### config.mk
export PLATFORM = sky130hd
export DESIGN_NAME = tx_framer
export DESIGN_NICKNAME = d
export VERILOG_FILES = /design/src/rtl/tx_framer.sv
export SDC_FILE = /design/constraint.sdc
export NUM_CORES = 1
export LEC_CHECK = 0
export BUFFER_PORTS_ARGS = -buffer_cell sky130_fd_sc_hd__buf_2
export CAP_MARGIN = 20
export CORE_MARGIN = 2
export CORE_UTILIZATION = 25
export DETAILED_ROUTE_END_ITERATION = 8
export PLACE_DENSITY = 0.47
export SLEW_MARGIN = 0
export SYNTH_ARGS = -nofsm -noshare
export SYNTH_HDL_FRONTEND = slang
export SYNTH_SLANG_ARGS = --single-unit
### constraint.sdc
create_clock -name clk -period 3 [get_ports clk]
set_clock_uncertainty 0.15 [all_clocks]
set_input_delay 0.75 -clock clk [delete_from_list [all_inputs] [get_ports clk]]
set_output_delay 0.75 -clock clk [all_outputs]
set_load 0.05 [all_outputs]
### src/rtl/tx_framer.sv
// Frame builder: preamble + 16-bit sync word + payload, with optional CRC-16/CCITT-FALSE trailer.
// Optional trailer is enabled by defining TX_FRAMER_CRC_EN.
`timescale 1ns/1ps

module tx_framer #(
  parameter int unsigned PREAMBLE_LEN  = 8,
  parameter logic [7:0]  PREAMBLE_BYTE = 8'h55,
  parameter logic [15:0] SYNC_WORD     = 16'hD391
) (
  input  logic       clk,
  input  logic       rst_n,
  input  logic [7:0] in_data,
  input  logic       in_valid,
  input  logic       in_last,
  output logic       in_ready,
  output logic [7:0] out_data,
  output logic       out_valid,
  output logic       out_last,
  input  logic       out_ready,
  input  logic       cfg_enable,
  output logic       busy,
  output logic       frame_done
);

  localparam logic [7:0] PRE_LAST = 8'(PREAMBLE_LEN - 1);

`ifdef TX_FRAMER_CRC_EN
  typedef enum logic [2:0] {IDLE, PREAMBLE, SYNC, PAYLOAD, CRC} state_t;
`else
  typedef enum logic [2:0] {IDLE, PREAMBLE, SYNC, PAYLOAD} state_t;
`endif

  state_t     state;
  logic [7:0] idx;
  logic       hs;

`ifdef TX_FRAMER_CRC_EN
  logic [15:0] crc;

  function automatic logic [15:0] crc_next(input logic [15:0] c, input logic [7:0] d);
    logic [15:0] r;
    logic [7:0]  dd;
    logic        fb;
    r  = c;
    dd = d;
    for (int unsigned i = 0; i < 8; i++) begin
      fb = r[15] ^ dd[7];
      r  = {r[14:0], 1'b0} ^ (fb ? 16'h1021 : 16'h0000);
      dd = {dd[6:0], 1'b0};
    end
    return r;
  endfunction
`endif

  assign hs = out_valid && out_ready;

  // Header/trailer outputs decode straight from registered state; payload is a
  // zero-latency pass-through so it cannot be registered without adding latency.
  always_comb begin
    out_data  = '0;
    out_valid = 1'b0;
    out_last  = 1'b0;
    in_ready  = 1'b0;
    unique case (state)
      IDLE: ;
      PREAMBLE: begin
        out_valid = 1'b1;
        out_data  = PREAMBLE_BYTE;
      end
      SYNC: begin
        out_valid = 1'b1;
        out_data  = idx[0] ? SYNC_WORD[7:0] : SYNC_WORD[15:8];
      end
      PAYLOAD: begin
        out_valid = in_valid;
        out_data  = in_data;
        in_ready  = out_ready;
`ifndef TX_FRAMER_CRC_EN
        out_last  = in_last;
`endif
      end
`ifdef TX_FRAMER_CRC_EN
      CRC: begin
        out_valid = 1'b1;
        out_data  = idx[0] ? crc[7:0] : crc[15:8];
        out_last  = idx[0];
      end
`endif
      default: ;
    endcase
  end

  always_ff @(posedge clk or negedge rst_n) begin
    if (!rst_n) begin
      state      <= IDLE;
      idx        <= '0;
      busy       <= 1'b0;
      frame_done <= 1'b0;
`ifdef TX_FRAMER_CRC_EN
      crc        <= '1;
`endif
    end else begin
      frame_done <= 1'b0;
      case (state)
        IDLE: begin
          if (cfg_enable && in_valid) begin
            state <= PREAMBLE;
            idx   <= '0;
            busy  <= 1'b1;
          end
        end
        PREAMBLE: begin
          if (hs) begin
            if (idx == PRE_LAST) begin
              state <= SYNC;
              idx   <= '0;
            end else begin
              idx <= idx + 8'd1;
            end
          end
        end
        SYNC: begin
          if (hs) begin
`ifdef TX_FRAMER_CRC_EN
            crc <= '1;
`endif
            if (idx[0]) begin
              state <= PAYLOAD;
              idx   <= '0;
            end else begin
              idx <= idx + 8'd1;
            end
          end
        end
        PAYLOAD: begin
          if (hs) begin
`ifdef TX_FRAMER_CRC_EN
            crc <= crc_next(crc, in_data);
            if (in_last) begin
              state <= CRC;
              idx   <= '0;
            end
`else
            if (in_last) begin
              state      <= IDLE;
              busy       <= 1'b0;
              frame_done <= 1'b1;
            end
`endif
          end
        end
`ifdef TX_FRAMER_CRC_EN
        CRC: begin
          if (hs) begin
            if (idx[0]) begin
              state      <= IDLE;
              idx        <= '0;
              busy       <= 1'b0;
              frame_done <= 1'b1;
            end else begin
              idx <= idx + 8'd1;
            end
          end
        end
`endif
        default: begin
          state <= IDLE;
          busy  <= 1'b0;
        end
      endcase
    end
  end

endmodule

==> results of run 1 <==
worst max-delay path by stage:
stage | cells past startpoint | slack [ps] | start | end
final | 6 | 230 | state[0]$_DFFE_PN0P_ | out_data[6]
after detailed placement | 6 | 280 | state[0]$_DFFE_PN0P_ | out_data[6]
after floorplan | 6 | 60 | state[0]$_DFFE_PN0P_ | out_data[6]
after CTS | 6 | 70 | state[0]$_DFFE_PN0P_ | out_data[6]
after global routing | 6 | 70 | state[0]$_DFFE_PN0P_ | out_data[6]
after global placement | 6 | 370 | state[0]$_DFFE_PN0P_ | out_data[6]
sequential cells by signal, indices dropped and copies added (netlist names):
name	flops
idx	8
state	2
frame_done	1
busy	1
final cells by class:
class | count | area, um2 | area share
clock buffers | 3 | 22.5 | 0.0197
repair buffers | 29 | 153 | 0.133
flip-flops and latches | 12 | 300 | 0.262
well taps | 46 | 57.6 | 0.0503
inverters | 4 | 15.0 | 0.0131
multi-input cells | 88 | 597 | 0.521
cell usage in the layout (no fill, tap or decap), types with 2 or more instances in the layout:
cell type	synthesis	layout
nand2_1	13	13
inv_1	4	4
clkbuf_4	0	3
a21oi_1	10	10
nand2b_1	2	2
dfrtp_1	12	12
and2_1	3	3
nand3_1	3	3
a31oi_1	4	4
nor2_1	6	6
buf_4	0	3
ha_1	7	6
o21ai_0	11	11
nor2b_1	3	2
and3_1	2	2
or4_1	2	2
buf_2	0	26
mux2i_1	2	2
and3b_1	2	2
per-stage QoR:
step	setup WS [ps]	cell area, um2	util	hold slack [ps]	cells
after floorplan	55.5	913	-	302	107
after global routing	70.1	1140	0.335	197	182
final	230	1140	0.335	187	182
after CTS	67.6	1140	0.333	194	182
after global placement	370	1110	0.326	331	179
after detailed placement	280	1110	0.326	330	179
metal layers:
layer  vias up  part of all wire
met1       426              0.48
met3         5             0.068
li1        454                 -
met2        33              0.43
met5         -                 0
met4         0             0.019
worst reg2reg max path, cell delays in order (launching register included):
cell and delay (ps):
dfrtp_1 490, inv_1 150, ha_1 320, a21oi_1 60, nor3b_2 360, nand2_1 100
a221o_1 410, mux2_4 310
what timing repair did:
item,4_1_cts,5_1_grt
setup buffers,0,0
resized for setup,1,2
pin swaps,0,0
endpoints found under the setup margin,1,2
logic make-up after synthesis:
| group | Yosys count | synth area share |
|---|---|---|
| AOI/OAI and AO/OA | 37 | 0.248 |
| adders and majority gates | 7 | 0.0959 |
| buffers and inverters | 7 | 0.0288 |
| DFF | 12 | 0.329 |
| muxes | 4 | 0.0507 |
| and+or+nand+nor | 40 | 0.248 |
==> implementation parameters, run 1 <==
Parameter                              Value

Logic synthesis
  Top cells by instance count after synthesis    13 x nand2_1, 12 x dfrtp_1, 11 x o21ai_0
  Top-area cell type share of the netlist area    0.329
  Count of mapped cells out of synthesis    107
  Seq/Total Area, Yosys    0.329
  Share of async-settable or async-resettable flops after synthesis    1.00
  Count of cell types in the netlist    35
  Dominant register cell in the synthesized netlist    dfrtp_1
  Summed instance area of the synthesized netlist    ~910 um2
  Syn nets    ~130
  Ys Warns    0
  Library cell with the highest instance count after synthesis    nand2_1
  Mean Syn Cell Area    between 8 and 9 um2
  Leading post-synthesis cells by cell area    dfrtp_1 33%, ha_1 9.6%, o21ai_0 6.0%
  EDFF count, synth    0
  Number of flip-flops and latches in the synthesized netlist    12
  Largest area contributor in the netlist    dfrtp_1

Clock network
  Worst-path clk slew    80 ps
  Clock tree from TritonCTS    built
  Clock tree root buffer cell    clkbuf_4
  Clock latency of the later-clocked register in the worst-skew pair    around 280 ps
  Clock buffers created by TritonCTS    3
  H-tree Lvls    1
  Sink count of the clock tree    12
  Number of hold-repair buffers added at the cts stage    0
  Maximum root-to-sink buffer count    2

Finish
  Share of final-layout standard cells stronger than drive strength 1    0.287
  Number of nets in the final layout    between 150 and 200
  Layout overhead on the synthesized area    25.3%
  Ant diodes    0
  Fill cell total of the finished layout    390

Critical path
  Arrival @ worst endpoint    between 1500 and 2000 ps
  Required time reported for the critical path endpoint    roughly 2100 ps
  Crit path buffers/inverters    2
  Largest incremental delay on the critical path    roughly 440 ps
  Critical path peak fanout    8
  Delay-heaviest family, CP    flip-flops
  Reg-to-Reg Start    state[1]$_DFFE_PN0P_
  Worst path slowest cell    dfrtp_1
  Critical path cell sequence    inv_1 > ha_2 > nor2b_4 > a21oi_1 > a21oi_1 > buf_2
  Reg2Reg Setup Slack    550 ps
  Count of cells along the worst register-to-register path    7
  Cell repeated most along the worst path    a21oi_1
  Crit path capture type    output pin
  R2r endpoint    state[1]$_DFFE_PN0P_
  Critical Path Start Type    register
  Category of the most critical setup path    reg -> out

Floorplan
  Num ports    27
  Initial core utilization    0.267
  Core outline area    between 3000 and 4000 um2
  Die Wd    between 60 and 70 um
  Core Rows    21
  DIE HEIGHT    between 60 and 70 um
  Die area    a little over 4000 um2

Run
  Number of max-capacitance violations reported    0

Timing
  Tightest Pin Transition    between 300 and 400 ps
  Normalized max-slew margin    0.740
  Final period utilization    0.923
  Total count of max-transition violations in the final report    0
  Unrepaired setup endpoints after global routing    false
  Final Hold Viols    0
  Achievable Freq    roughly 0.36 GHz
  Final TNS setup    0 ps
  Post-route minimum period    approximately 2800 ps
  Setup violators final    0

Min path
  Worst Hold Class    in -> async

Detailed routing
  Vias    ~920
  WL/cell    between 10 and 15 um
  Drt first pass iters    4
  Drt drc    0
  Routed Antenna Nets    0
  DRT iter0 DRCs    26
  Via-per-instance ratio    5.04
  Final WL    around 2400 um

Placement
  Port buffer count    26
  Final weighted congestion in routability-driven placement    0.796
  Post-DP HPWL    1880 um

Run status
  Outcome    finished, final reports clean

Global routing
  Total global routing track utilization    0.125
  Met2 Track Usage GR    0.199
  First-pass GRT wire length    4110 um
  Pin count of the biggest net entering global routing    13
  M1 GR Usage    0.164
  Grt total ovfl    0
  Antenna violations before repair    0
  Via count of the first global-routing pass    ~900
  Met3 track demand over resource    0.0226
  Most Used Layer, Global Route    met2
Power of run 1 is left out: the tool's default activity adds up to more than one toggle a clock period on the data nets, which glitch-free logic cannot reach.
==> run 2: changes to the inputs <==
==> constraint.sdc (replaced) <==
create_clock -name clk -period 2.9 [get_ports clk]
set_clock_uncertainty 0.15 [all_clocks]
set_input_delay 0.725 -clock clk [delete_from_list [all_inputs] [get_ports clk]]
set_output_delay 0.725 -clock clk [all_outputs]
set_load 0.05 [all_outputs]
==> implementation parameters, run 2 (synthesis gave the netlist of run 1 again) <==
Parameter                              Value

Timing
  Final TNS setup    0 ps (unchanged)
  Unrepaired setup endpoints after global routing    false
  Achievable Freq    about 0.37 GHz
  Setup WS post-layout    166 ps (-64.1 ps)
  Final period utilization    0.943
  Final Hold Viols    0 (unchanged)
  Post-route minimum period    between 2000 and 3000 ps
  Tightest Pin Transition    374 ps (-13.9 ps)
  Total count of max-transition violations in the final report    0 (unchanged)
  Setup violators final    0 (unchanged)
  Normalized max-slew margin    0.750 (+0.0104)

Clock network
  Clock latency of the later-clocked register in the worst-skew pair    270 ps (about the same)
  PostCTS Resize Cnt    0 (-1)
  Worst-path clk slew    70 ps (about the same)
  Sink count of the clock tree    12 (unchanged)
  Number of hold-repair buffers added at the cts stage    0 (unchanged)
  Clock buffers created by TritonCTS    3 (unchanged)
  Setup repair bufs after CTS    0 (unchanged)
  H-tree Lvls    1 (unchanged)
  Maximum root-to-sink buffer count    2 (unchanged)
  Clock tree from TritonCTS    built
  Clock tree root buffer cell    clkbuf_4

Detailed routing
  Wire length on met1    1210 um (+3.2%)
  Top layer in use    met4
  Final WL    2440 um (+0.83%)
  WL/cell    13.3 um (+0.27%)
  Drt drc    0 (unchanged)
  Met3 routed wirelength    183 um (+12%)
  DRT iter0 DRCs    35 (+35%)
  Vias    891 (-2.9%)
  Routed Antenna Nets    0 (unchanged)
  Detail Route met2 WL    1040 um (about the same)
  Via-per-instance ratio    4.87 (-3.5%)
  Drt first pass iters    4 (unchanged)

Placement
  Final weighted congestion in routability-driven placement    0.721 (-9.4%)
  Worst setup slack after placement    401 ps (+120 ps)
  Post-DP HPWL    1900 um (+1.3%)
  Port buffer count    26 (unchanged)

Floorplan
  Num ports    27 (unchanged)
  Initial core utilization    0.267 (unchanged)
  Die area    4150 um2 (unchanged)
  Core Rows    21 (unchanged)
  Die Wd    64.4 um (unchanged)
  DIE HEIGHT    64.4 um (unchanged)
  Core outline area    3420 um2 (unchanged)

Critical path
  Count of cells along the worst register-to-register path    6 (-1)
  Category of the most critical setup path    reg -> out
  Required time reported for the critical path endpoint    2030 ps (-70 ps)
  Crit path capture type    output pin
  Arrival @ worst endpoint    1860 ps (about the same)
  Critical path peak fanout    6 (-2)
  Critical Path Start Type    register

Finish
  Most frequent cells in the layout    26 x buf_2, 13 x nand2_1, 12 x dfrtp_1
  Ant diodes    0 (unchanged)
  Footprint of the multi-input gates    591 um2 (-1.0%)
  Number of nets in the final layout    160 (+0.63%)
  Largest reg by FF count    idx
  Most frequent standard cell in the layout excluding fill and tap cells    buf_2
  Share of final-layout standard cells stronger than drive strength 1    0.285 (-0.00209)
  Area taken by flip-flops and latches    300 um2 (unchanged)
  Biggest registers after layout    idx (8), state (2)
  Number of flip-flops under the largest register name    8 (unchanged)
  Fill cell total of the finished layout    375 (-3.8%)
  Layout overhead on the synthesized area    25.5%

Global routing
  Antenna violations before repair    0 (unchanged)
  Pin count of the biggest net entering global routing    14 (+1)
  Total global routing track utilization    0.133 (+0.00742)
  First-pass GRT wire length    4350 um (+5.9%)
  Grt total ovfl    0 (unchanged)
  Via count of the first global-routing pass    926 (+1.9%)

Run
  Number of max-capacitance violations reported    0 (unchanged)

Min path
  Worst Hold Class    in -> async

Run status
  Outcome    finished, final reports clean
[run 2: cell types whose count changed in the layout (fill, tap and decap cells not counted), sizes merged]
cell  before  now
buf       29   30
[run 2: path summary, 6_finish.rpt]
check	from	endpoint	slack, ps
setup / recovery	state[0]$_DFFE_PN0P_	out_data[6]	170
hold / removal	rst_n	idx[5]$_DFFE_PN0P_	180
setup reg to reg	state[1]$_DFFE_PN0P_	state[1]$_DFFE_PN0P_	410
hold reg to reg	idx[7]$_DFFE_PN0P_	idx[7]$_DFFE_PN0P_	350
max in group asynchronous	rst_n	state[0]$_DFFE_PN0P_	2190
min in group clk	idx[7]$_DFFE_PN0P_	idx[7]$_DFFE_PN0P_	350
[run 2: area by class of cell]
class                      instances  area share
multi-input combinational         88       0.515
sequential                        12       0.262
timing repair buffer              30       0.140
tap                               46      0.0502
clock buffer                       3      0.0197
inverter                           4      0.0131
[run 2: stage by stage]
| step | hold slack (ps) | instance area [um2] | instances | utilization |
|---|---|---|---|---|
| 2_1_floorplan | 279 | 917 | 107 | - |
| 3_3_place_gp | 343 | 1120 | 180 | 0.329 |
| 3_5_place_dp | 331 | 1120 | 180 | 0.329 |
| 4_1_cts | 177 | 1150 | 183 | 0.336 |
| 5_1_grt | 180 | 1150 | 183 | 0.336 |
| 6_report | 176 | 1150 | 183 | 0.336 |
[run 2: layer usage]
layer  vias up  global-route usage
met2        34               0.219
met3         2              0.0330
met1       399               0.178
li1        456                   -
met4         0              0.0239
met5         -                   0
[run 2: worst max-delay path: stages, from the launching register on]
cell and delay [ps]:
dfrtp_1 440, inv_1 180, ha_1 190, nor2b_1 280, a21oi_1 90, a21oi_2 150, buf_2 270
Power of run 2 is left out for the same reason.
==> run 3: changes to the inputs <==
--- a/config.mk
+++ b/config.mk
@@ -8,9 +8,9 @@
 export BUFFER_PORTS_ARGS = -buffer_cell sky130_fd_sc_hd__buf_2
 export CAP_MARGIN = 20
 export CORE_MARGIN = 2
-export CORE_UTILIZATION = 25
+export CORE_UTILIZATION = 50
 export DETAILED_ROUTE_END_ITERATION = 8
-export PLACE_DENSITY = 0.47
+export PLACE_DENSITY = 0.8
 export SLEW_MARGIN = 0
 export SYNTH_ARGS = -nofsm -noshare
 export SYNTH_HDL_FRONTEND = slang
==> implementation parameters, run 3 (synthesis gave the netlist of run 1 again) <==
Parameter                              Value

Global routing
  Antenna violations before repair    0 (unchanged)
  Pin count of the biggest net entering global routing    13 (-1)
  Met2 Track Usage GR    0.375 (+0.156)
  Via count of the first global-routing pass    773 (-17%)
  Most Used Layer, Global Route    met2
  Total global routing track utilization    0.210 (+0.0770)
  Grt total ovfl    0 (unchanged)
  First-pass GRT wire length    3280 um (-25%)
  M1 GR Usage    0.258 (+0.0799)
  Met3 track demand over resource    0.0231 (-0.00991)

Clock network
  Number of hold-repair buffers added at the cts stage    0 (unchanged)
  Sink count of the clock tree    12 (unchanged)
  Clock latency of the later-clocked register in the worst-skew pair    270 ps (about the same)
  Maximum root-to-sink buffer count    2 (unchanged)
  Setup repair bufs after CTS    0 (unchanged)
  PostCTS Resize Cnt    0 (unchanged)
  Clock tree from TritonCTS    built
  Worst-path clk slew    80 ps (about the same)
  Clock tree root buffer cell    clkbuf_4
  H-tree Lvls    1 (unchanged)
  Clock buffers created by TritonCTS    3 (unchanged)

Detailed routing
  DRT iter0 DRCs    26 (-26%)
  Via-per-instance ratio    5.56 (+14%)
  Drt first pass iters    4 (unchanged)
  Vias    907 (+1.8%)
  Final WL    2150 um (-12%)
  Drt drc    0 (unchanged)
  Routed Antenna Nets    0 (unchanged)
  WL/cell    13.2 um (-1.0%)

Critical path
  Critical Path Start Type    register
  Critical path peak fanout    8 (+2)
  Required time reported for the critical path endpoint    2030 ps (about the same)
  Crit path capture type    output pin
  Category of the most critical setup path    reg -> out
  Arrival @ worst endpoint    1860 ps (about the same)

Timing
  Achievable Freq    0.366 GHz (+0.14%)
  Final TNS setup    0 ps (unchanged)
  Setup violators final    0 (unchanged)
  Post-route minimum period    2730 ps (-3.74 ps)
  Total count of max-transition violations in the final report    0 (unchanged)
  Normalized max-slew margin    0.747 (-0.00340)
  Final period utilization    0.942 (-0.00129)
  Final Hold Viols    0 (unchanged)
  Tightest Pin Transition    378 ps (+3.45 ps)
  Unrepaired setup endpoints after global routing    false

Finish
  Biggest registers after layout    idx (8), state (2)
  Most frequent standard cell in the layout excluding fill and tap cells    buf_2
  Layout overhead on the synthesized area    24.4%
  Number of flip-flops under the largest register name    8 (unchanged)
  Post-Layout Cell Count    163 (-11%)
  Number of nets in the final layout    160 (unchanged)
  Largest reg by FF count    idx
  Ant diodes    0 (unchanged)
  Most frequent cells in the layout    26 x buf_2, 13 x nand2_1, 12 x dfrtp_1
  Share of final-layout standard cells stronger than drive strength 1    0.297 (+0.0124)

Floorplan
  Core Rows    15 (-29%)
  Die area    2180 um2 (-47%)
  Initial core utilization    0.529 (+0.262)
  Num ports    27 (unchanged)
  Core outline area    1730 um2 (-49%)
  DIE HEIGHT    46.7 um (-27%)
  Die Wd    46.7 um (-27%)

Run
  Number of max-capacitance violations reported    0 (unchanged)

Placement
  Port buffer count    26 (unchanged)
  Final weighted congestion in routability-driven placement    0.873 (+21%)
  Number of cells in the design after placement    159 (-12%)
  Post-DP HPWL    1640 um (-14%)

Run status
  Outcome    finished, final reports clean

Min path
  Worst Hold Class    in -> async
-- run 3: worst max-delay path, stage by stage (launching register included) --
cell and delay [ps]:
dfrtp_1 440, inv_1 170, ha_2 270, nor2b_1 230, a21oi_1 80, a21oi_2 140
buf_2 260
-- run 3: final cells by class --
type / count / area [um2]
fillers: 154 / 591
inverters: 4 / 15.0
multi-input cells: 88 / 593
clock buffers: 4 / 36.3
flip-flops and latches: 12 / 300
well taps: 25 / 31.3
repair buffers: 30 / 160
-- run 3: metal layers --
metal | share of wire | up-vias
met2 | 0.46 | 40
met3 | 0.068 | 5
li1 | - | 457
met4 | 0.014 | 0
met5 | 0 | -
met1 | 0.46 | 405
-- run 3: through the flow --
step                area (um2)  hold slack (ps)   util  setup WS, ps
global placement          1100              336  0.636           482
CTS                       1130              168  0.657           114
global route              1140              177  0.658          8.27
detailed placement        1100              331  0.636           430
finish                    1140              167  0.658           169
floorplan                  917              279      -           124
-- run 3: worst paths after layout --
kind / start / endpoint / slack (ps) / depth (start not counted)
max: state[0]$_DFFE_PN0P_ / out_data[6] / 170 / 6
min: rst_n / idx[3]$_DFFE_PN0P_ / 170 / 1
max reg2reg: state[1]$_DFFE_PN0P_ / state[1]$_DFFE_PN0P_ / 440 / 7
min reg2reg: idx[7]$_DFFE_PN0P_ / idx[7]$_DFFE_PN0P_ / 340 / 1
max in group asynchronous: rst_n / idx[4]$_DFFE_PN0P_ / 2220 / 1
min in group clk: idx[7]$_DFFE_PN0P_ / idx[7]$_DFFE_PN0P_ / 340 / 1
Power of run 3 is left out for the same reason.
